--- config.mk ---
export PLATFORM = sky130hd
export DESIGN_NAME = bcd_countdown_timer
export DESIGN_NICKNAME = d
export VERILOG_FILES = /design/src/rtl/bcd_countdown_timer_pkg.sv /design/src/rtl/bcd_countdown_timer_digit.sv /design/src/rtl/bcd_countdown_timer.sv
export SDC_FILE = /design/constraint.sdc
export NUM_CORES = 1
export LEC_CHECK = 0
export BUFFER_PORTS_ARGS = -buffer_cell sky130_fd_sc_hd__buf_4
export CAP_MARGIN = 20
export CORE_MARGIN = 2
export CORE_UTILIZATION = 53
export CTS_CLUSTER_DIAMETER = 200
export DETAILED_ROUTE_END_ITERATION = 6
export PLACE_DENSITY_LB_ADDON = 0.25
export SETUP_SLACK_MARGIN = 0.2
export SKIP_LAST_GASP = 1
export SLEW_MARGIN = 20
export SYNTH_ARGS = -nofsm -noshare
export SYNTH_HDL_FRONTEND = slang
export SYNTH_SLANG_ARGS = --single-unit
--- constraint.sdc ---
create_clock -name clk -period 3.7 [get_ports clk]
set_input_delay 0.74 -clock clk [delete_from_list [all_inputs] [get_ports clk]]
set_output_delay 0.74 -clock clk [all_outputs]
set_load 0.02 [all_outputs]
--- src/rtl/bcd_countdown_timer_pkg.sv ---
`default_nettype none
// ---------------------------------------------------------------------------
// bcd_countdown_timer_pkg: state encoding, BCD constants and preset clamp.
// Revision: 1.0
// ---------------------------------------------------------------------------
package bcd_countdown_timer_pkg;

  typedef enum logic [1:0] {
    ST_IDLE  = 2'd0,
    ST_RUN   = 2'd1,
    ST_PAUSE = 2'd2,
    ST_ALARM = 2'd3
  } state_e;

  localparam logic [3:0] BCD_MAX  = 4'd9;
  localparam logic [3:0] BCD_ZERO = 4'd0;

  // Non-BCD preset codes (A-F) saturate to 9 rather than loading garbage.
  function automatic logic [3:0] bcd_clamp(input logic [3:0] x);
    return (x > BCD_MAX) ? BCD_MAX : x;
  endfunction

endpackage
`default_nettype wire

--- src/rtl/bcd_countdown_timer_digit.sv ---
`default_nettype none
// ---------------------------------------------------------------------------
// bcd_down_digit: one synchronous BCD down-counter stage, wraps 0 -> 9 with borrow.
// Revision: 1.0
// ---------------------------------------------------------------------------
module bcd_down_digit
  import bcd_countdown_timer_pkg::*;
(
  input  logic       clk,
  input  logic       mr,
  input  logic       load,
  input  logic [3:0] d,
  input  logic       en,
  output logic [3:0] q,
  output logic       bo
);

  logic [3:0] q_d;
  logic [3:0] q_q;

  always_comb begin
    q_d = q_q;
    if (mr) begin
      q_d = BCD_ZERO;
    end else if (load) begin
      q_d = d;
    end else if (en) begin
      q_d = (q_q == BCD_ZERO) ? BCD_MAX : (q_q - 4'd1);
    end
  end

  always_ff @(posedge clk) begin
    q_q <= q_d;
  end

  assign q  = q_q;
  assign bo = en && (q_q == BCD_ZERO);

endmodule
`default_nettype wire

--- src/rtl/bcd_countdown_timer.sv ---
`default_nettype none
// ---------------------------------------------------------------------------
// bcd_countdown_timer: two-digit BCD countdown with prescaler, pause and held alarm.
// Revision: 1.0
// ---------------------------------------------------------------------------
module bcd_countdown_timer
  import bcd_countdown_timer_pkg::*;
#(
  parameter int DIV = 4
) (
  input  logic       clk,
  input  logic       mr,
  input  logic       load,
  input  logic [3:0] preset_tens,
  input  logic [3:0] preset_ones,
  input  logic       start,
  input  logic       pause,
  input  logic       ack,
  output logic [3:0] q_tens,
  output logic [3:0] q_ones,
  output logic       running,
  output logic       done,
  output logic       alarm
);

  localparam int             PW         = $clog2(DIV);
  localparam logic [PW-1:0]  PRESC_LAST = PW'(DIV - 1);

  state_e        state_d, state_q;
  logic [PW-1:0] presc_d, presc_q;
  logic          done_d, done_q;
  logic          running_q;
  logic          alarm_q;

  logic          step;
  logic          ones_bo;
  logic          tens_bo;
  logic          value_zero;
  logic          last_step;
  logic [3:0]    load_tens;
  logic [3:0]    load_ones;

  assign load_tens  = bcd_clamp(preset_tens);
  assign load_ones  = bcd_clamp(preset_ones);
  assign value_zero = (q_tens == BCD_ZERO) && (q_ones == BCD_ZERO);
  assign last_step  = (q_tens == BCD_ZERO) && (q_ones == 4'd1);

  always_comb begin
    state_d = state_q;
    presc_d = presc_q;
    done_d  = 1'b0;
    step    = 1'b0;
    if (load) begin
      state_d = ST_IDLE;
      presc_d = '0;
    end else begin
      case (state_q)
        ST_IDLE: begin
          if (start && !value_zero) begin
            state_d = ST_RUN;
            presc_d = '0;
          end
        end
        ST_RUN: begin
          // A step on the same edge as pause is taken before the pause.
          if (presc_q == PRESC_LAST) begin
            step    = 1'b1;
            presc_d = '0;
            if (last_step) begin
              state_d = ST_ALARM;
              done_d  = 1'b1;
            end else if (pause) begin
              state_d = ST_PAUSE;
            end
          end else if (pause) begin
            state_d = ST_PAUSE;
          end else begin
            presc_d = presc_q + PW'(1);
          end
        end
        ST_PAUSE: begin
          if (start && !pause) begin
            state_d = ST_RUN;
          end
        end
        ST_ALARM: begin
          if (ack) begin
            state_d = ST_IDLE;
          end
        end
        default: state_d = ST_IDLE;
      endcase
    end
  end

  always_ff @(posedge clk) begin
    if (mr) begin
      state_q   <= ST_IDLE;
      presc_q   <= '0;
      done_q    <= 1'b0;
      running_q <= 1'b0;
      alarm_q   <= 1'b0;
    end else begin
      state_q   <= state_d;
      presc_q   <= presc_d;
      done_q    <= done_d;
      running_q <= (state_d == ST_RUN);
      alarm_q   <= (state_d == ST_ALARM);
    end
  end

  bcd_down_digit u_ones (
    .clk  (clk),
    .mr   (mr),
    .load (load),
    .d    (load_ones),
    .en   (step),
    .q    (q_ones),
    .bo   (ones_bo)
  );

  // Tens borrow is never used: reaching 00 always leaves RUN first.
  bcd_down_digit u_tens (
    .clk  (clk),
    .mr   (mr),
    .load (load),
    .d    (load_tens),
    .en   (ones_bo),
    .q    (q_tens),
    .bo   (tens_bo)
  );

  assign running = running_q;
  assign done    = done_q;
  assign alarm   = alarm_q;

endmodule
`default_nettype wire

## Word level (Yosys, flattened, before mapping)

Cells that the tools add are included.

| cells by class | value |
|---|---|
| multiplexer cells | 24 |
| magnitude comparators | 2 |
| reduce and logical (&&, ||, !) cells | 16 |
| add/sub/neg operators | 3 |
| bitwise operators | 2 |
| equal/unequal tests | 9 |

Operators by type and width:

| operator | count |
|---|---|
| 4-bit two-way mux | 8 |
| 2-bit two-way mux | 10 |
| 2-bit equality test (second input constant) | 4 |
| 4-bit > comparator (second input constant) | 2 |
| 4-bit logical NOT | 2 |
| 2-bit one-hot mux with 4 select lines | 1 |
| 4-bit by 1-bit subtractor with 4-bit output (second input constant) | 2 |
| 2-bit nonzero test | 3 |
| 1-bit logical AND | 5 |
| 2-bit by 1-bit equality test with 1-bit output (second input constant) | 2 |
| 4-bit by 1-bit equality test with 1-bit output (second input constant) | 1 |
| 1-bit two-way mux | 4 |
| 2-bit one-hot mux with 2 select lines | 1 |
| 4-bit OR reduction | 1 |
| 3-bit != test (second input constant) | 1 |
| 3-bit AND reduction | 1 |
| 2-bit by 1-bit adder with 2-bit output (second input constant) | 1 |
| 1-bit logical NOT | 2 |
| 2-bit logical NOT | 1 |
| 2-bit != test (second input constant) | 1 |
| 1-bit inverter | 2 |
| 2-bit OR reduction | 1 |

| word-level totals | value |
|---|---|
| output and inout bits | 11 |
| flip-flop bits (word level) | 15 |
| word-level logic and storage cells | 63 |
| input bits | 14 |

## Depth between registers and ports, before layout

| depth | value |
|---|---|
| depth after elaboration | 8 |
| depth in mapped cells | 6 |
| depth with buffers taken out | 5 |

## Hierarchy

A second synthesis with hierarchy kept.

| unflattened totals | value |
|---|---|
| cells, all modules | 101 |
| area, all modules | 883.3 µm² |

By module, submodules not included:

| module | instances | seq. area each (µm²) | cells an instance | area each (µm²) |
|---|---|---|---|---|
| bcd_down_digit | 2 | 80.1 | 24 | 221.5 |
| bcd_countdown_timer | 1 | 140.1 | 53 | 440.4 |

## Worst setup path before layout

Ideal clock, no wire load.

| timing | value |
|---|---|
| kind | flip-flop to flip-flop |
| from | register u_tens.q_q[0] (netlist: u_tens.q[0]) |
| to | register alarm_q (netlist: alarm) |
| stages on the path, launching flop included | 5 |
| period minus slack after synthesis | 1715 ps |
| library setup time | 87 ps |
| path slack | 1985 ps |
| data required time | 3613 ps |
| buffers on the path | 0 |
| arrival time | 1627 ps |
| path through | dfxtp_1 > or4_4 > nor4_4 > o32ai_1 > nor4b_2 |

| between the ends | value |
|---|---|
| cells in the longest elaborated chain, start to end | 8 |
| elaborated cells on any way between the ends | 11 |
| classes of those cells | eq/ne (1); mux (5); reduce/logical (5) |

RTL lines:

| item | line | text |
|---|---|---|
| from (decl) | bcd_countdown_timer_digit.sv:19 | `logic [3:0] q_q;` |
| from (signal assigned) | bcd_countdown_timer_digit.sv:33 | `q_q <= q_d;` |
| 4-bit logical NOT (*) | n/a |  |
| 1-bit logical AND | bcd_countdown_timer.sv:45 | `assign value_zero = (q_tens == BCD_ZERO) && (q_ones == BCD_ZERO);` |
| 1-bit logical NOT | bcd_countdown_timer.sv:59 | `if (start && !value_zero) begin` |
| 1-bit logical AND | bcd_countdown_timer.sv:59 |  |
| 2-bit two-way mux | bcd_countdown_timer.sv:59 |  |
| 2-bit one-hot mux with 4 select lines (*) | bcd_countdown_timer.sv:57 | `case (state_q)` |
| 2-bit two-way mux (*) | bcd_countdown_timer.sv:53 | `if (load) begin` |
| 2-bit equality test (*) | bcd_countdown_timer.sv:108 | `alarm_q <= (state_d == ST_ALARM);` |
| to (signal assigned) | bcd_countdown_timer.sv:108 |  |
| to (decl) | bcd_countdown_timer.sv:33 | `logic alarm_q;` |

Every way passes the cells marked *; elsewhere a longest branch is shown, timed or not.
A chain may end at the register's enable or synchronous reset.

## Worst setup path after layout

Same ends and word-level chain as after synthesis.

==> results_dict.tcl <==
set metrics [dict create \
    seq_area_um2 300 \
    total_power_mw 0.339 \
    synth_mux_area_share_pct 2.30 \
    worstSetupPathType "flip-flop to flip-flop" \
    wirelength_um 1870 \
    initial_utilization_pct 57.1 \
    grt_pass1_wl_um 3170 \
    syn-cell-area_um2 871 \
    synth_cells 104 \
    status "completed" \
    fillCellCount 123 \
    dp_slack_ps 1750 \
    synth_seq_area_share_pct 34.5 \
    final_antenna_net_count 0 \
    synth_xor_area_share_pct 0 \
    drt_pre_antenna_iters 4 \
    cts_tree "built" \
    area_growth_syn_to_layout_pct 23.1 \
    cts_made_buffers 3 \
    synth_nets 119 \
    nets 141 \
    io_buffers 24 \
    core_um2 1520 \
    hpwl_um 1400 \
    fin_crit_ps 1910 \
    cts_root_buffer "clkbuf_4" \
    reg2reg_from "u_tens.q[0]$_SDFFE_PP0P_" \
    hp-start "presc_q[1]$_SDFFE_PP0P_" \
    drt-vias-per-instance 6.04 \
    die_w_um 44.5 \
    slew_viol_final 0 \
    multi_input_area_um2 529 \
    place.gp.congestion 0.877 \
    clk_pin_slew_ps 90 \
    yosysUniqueCellTypes 41 \
    yosysWarnings 0 \
    post-route-period-util_pct 51.6 \
    cts_setup_buffers 0 \
    overflow 0 \
    power.density_nw_per_um2 316 \
    fin_util_pct 70.4 \
    rsz0062_at_grt "false" \
    htree_levels 1 \
    tns_ps 0 \
    grt_max_degree 18 \
    crit_path_end_kind "flip-flop" \
    syn_avg_cell_area_um2 8.37 \
    p_leak_nw 0.405 \
    cp.arrival_ps 2110 \
    die-area_um2 1980 \
    vias 851 \
    clkLatencyLatePin_ps 280 \
    n_antenna_cell 0 \
    grt_pass1_vias 746 \
    cts_sinks 15 \
    antenna_found_initial 0 \
    synth_compound_area_share_pct 19.0 \
    synthSimpleGateAreaFrac_pct 38.1 \
    synth-seq-cells 15 \
    wl_per_cell_um 13.3 \
    fin_skew_ps 1.90 \
    cp-start-kind "flip-flop" \
    grt_use_total_pct 21.7 \
    setup_viol 0 \
    cp_max_fo 7 \
    yosys.area_share.adder_pct 1.44 \
    io_pins 25 \
    ir_drop_v 0.000250 \
    setup_ws_ps 1790 \
    tightest_slew_ps 573 \
    startpoint "u_tens.q[0]$_SDFFE_PP0P_" \
    drt-initial-drc-count 10 \
    async_reset_ff_share_pct 0 \
    synth-edff-count 0 \
    clk_path_buf_depth 2 \
    synth_top_family_by_area "simple AND/OR/NAND/NOR gates" \
    synthFlopType "dfxtp_1" \
    drcViolationCount 0 \
    hold_viol_final 0 \
    hold-worst-slack_ps 510 \
    worstPathRequired_ps 3900 \
    max_freq_ghz 0.524 \
    hp-class "flip-flop to flip-flop" \
    cap_viol_max_count 0 \
    row_count 14 \
    ctsResizeCount 0 \
    drive_above_1_share_pct 26.4 \
    cts_hold_buf 0 \
    die_y_um 44.5 \
    slew-limit-headroom_pct 61.7 \
]
[critical path: stages, from the launching register on]
cell and delay, ps:
dfxtp_1 370, nor4_1 450, nand4_1 170, a2111oi_1 560
nor4b_2 270
[area by class of cell]
type,instances,area share (%)
tap,16,1.87
timing repair buffer,24,16.8
clock buffer,3,2.10
sequential,15,28.0
clock inverter,1,0.467
inverter,4,1.40
multi-input combinational,78,49.4
[path summary, 6_finish.rpt]
check | endpoint | slack (ps) | cells after the start
worst max-delay path | alarm$_SDFF_PP0_ | 1790 | 4
worst min-delay path | presc_q[1]$_SDFFE_PP0P_ | 510 | 2
worst max register to register | alarm$_SDFF_PP0_ | 1790 | 4
worst min register to register | presc_q[1]$_SDFFE_PP0P_ | 510 | 2
[per-stage QoR]
stage | cells | instance area (µm²)
global placement | 137 | 1040
CTS | 141 | 1070
detailed placement | 137 | 1040
global route | 141 | 1070
finish | 141 | 1070
floorplan | 104 | 871
[cells in the mapped netlist, drive strengths merged (2+ instances only)]
cell type | instances | area [µm²]
or4 | 2 | 18.8
o31a | 2 | 17.5
or2 | 2 | 12.5
o21ai | 5 | 25.0
inv | 4 | 15.0
a311oi | 2 | 17.5
nor2b | 5 | 31.3
nand2 | 6 | 22.5
a21o | 2 | 15.0
nand3b | 4 | 30.0
nand2b | 2 | 12.5
nand3 | 3 | 15.0
clkbuf | 6 | 22.5
a31oi | 3 | 18.8
or3 | 2 | 12.5
nor2 | 5 | 18.8
nor4 | 2 | 27.5
nand4b | 2 | 17.5
mux2i | 2 | 20.0
nor3 | 8 | 40.0
a21oi | 4 | 20.0
dfxtp | 15 | 300
[cells by family after synthesis]
logic type                 after synthesis
buffers and inverters                   11
adders and majority gates                1
DFF                                     15
muxes                                    2
and+or+nand+nor                         51
AOI/OAI and AO/OA                       24
[registers in the layout, summed over array words and instances (netlist names)]
name      flops
u_ones.q      4
u_tens.q      4
presc_q       2
state_q       2
alarm         1
done          1
running       1
[layer usage]
layer,track usage (%),share of wire [%],wire [µm],vias to the layer above
li1,-,-,-,438
met1,25.2,47,879,390
met2,37.7,49,912,21
met3,3.67,3.6,68,2
met4,10.9,0.53,10,0
met5,0,0,0,-
[cells in the final DEF (no fill, tap or decap), types with 2 or more instances in the layout]
cell type | synthesis | layout
nand2_1 | 6 | 6
nor2b_1 | 5 | 5
nor3_1 | 8 | 8
inv_1 | 4 | 4
a21oi_1 | 4 | 4
o31a_1 | 2 | 2
nand3b_1 | 4 | 4
a311oi_1 | 2 | 2
clkbuf_4 | 0 | 3
or2_2 | 2 | 2
buf_4 | 0 | 24
nand2b_1 | 2 | 2
a31oi_1 | 3 | 3
mux2i_1 | 2 | 2
nand3_1 | 3 | 3
nor2_1 | 5 | 5
or3_1 | 2 | 2
nand4b_1 | 2 | 2
o21ai_0 | 4 | 4
dfxtp_1 | 15 | 15
a21o_1 | 2 | 2
[power by group]
part	total [mW]	internal, mW	switching [mW]
combinational	0.0692	0.0335	0.0357
clock	0.0915	0.0401	0.0515
sequential	0.179	0.168	0.0106
total	0.339	0.241	0.0978
No activity file was read; power rests on OpenSTA's default activity.
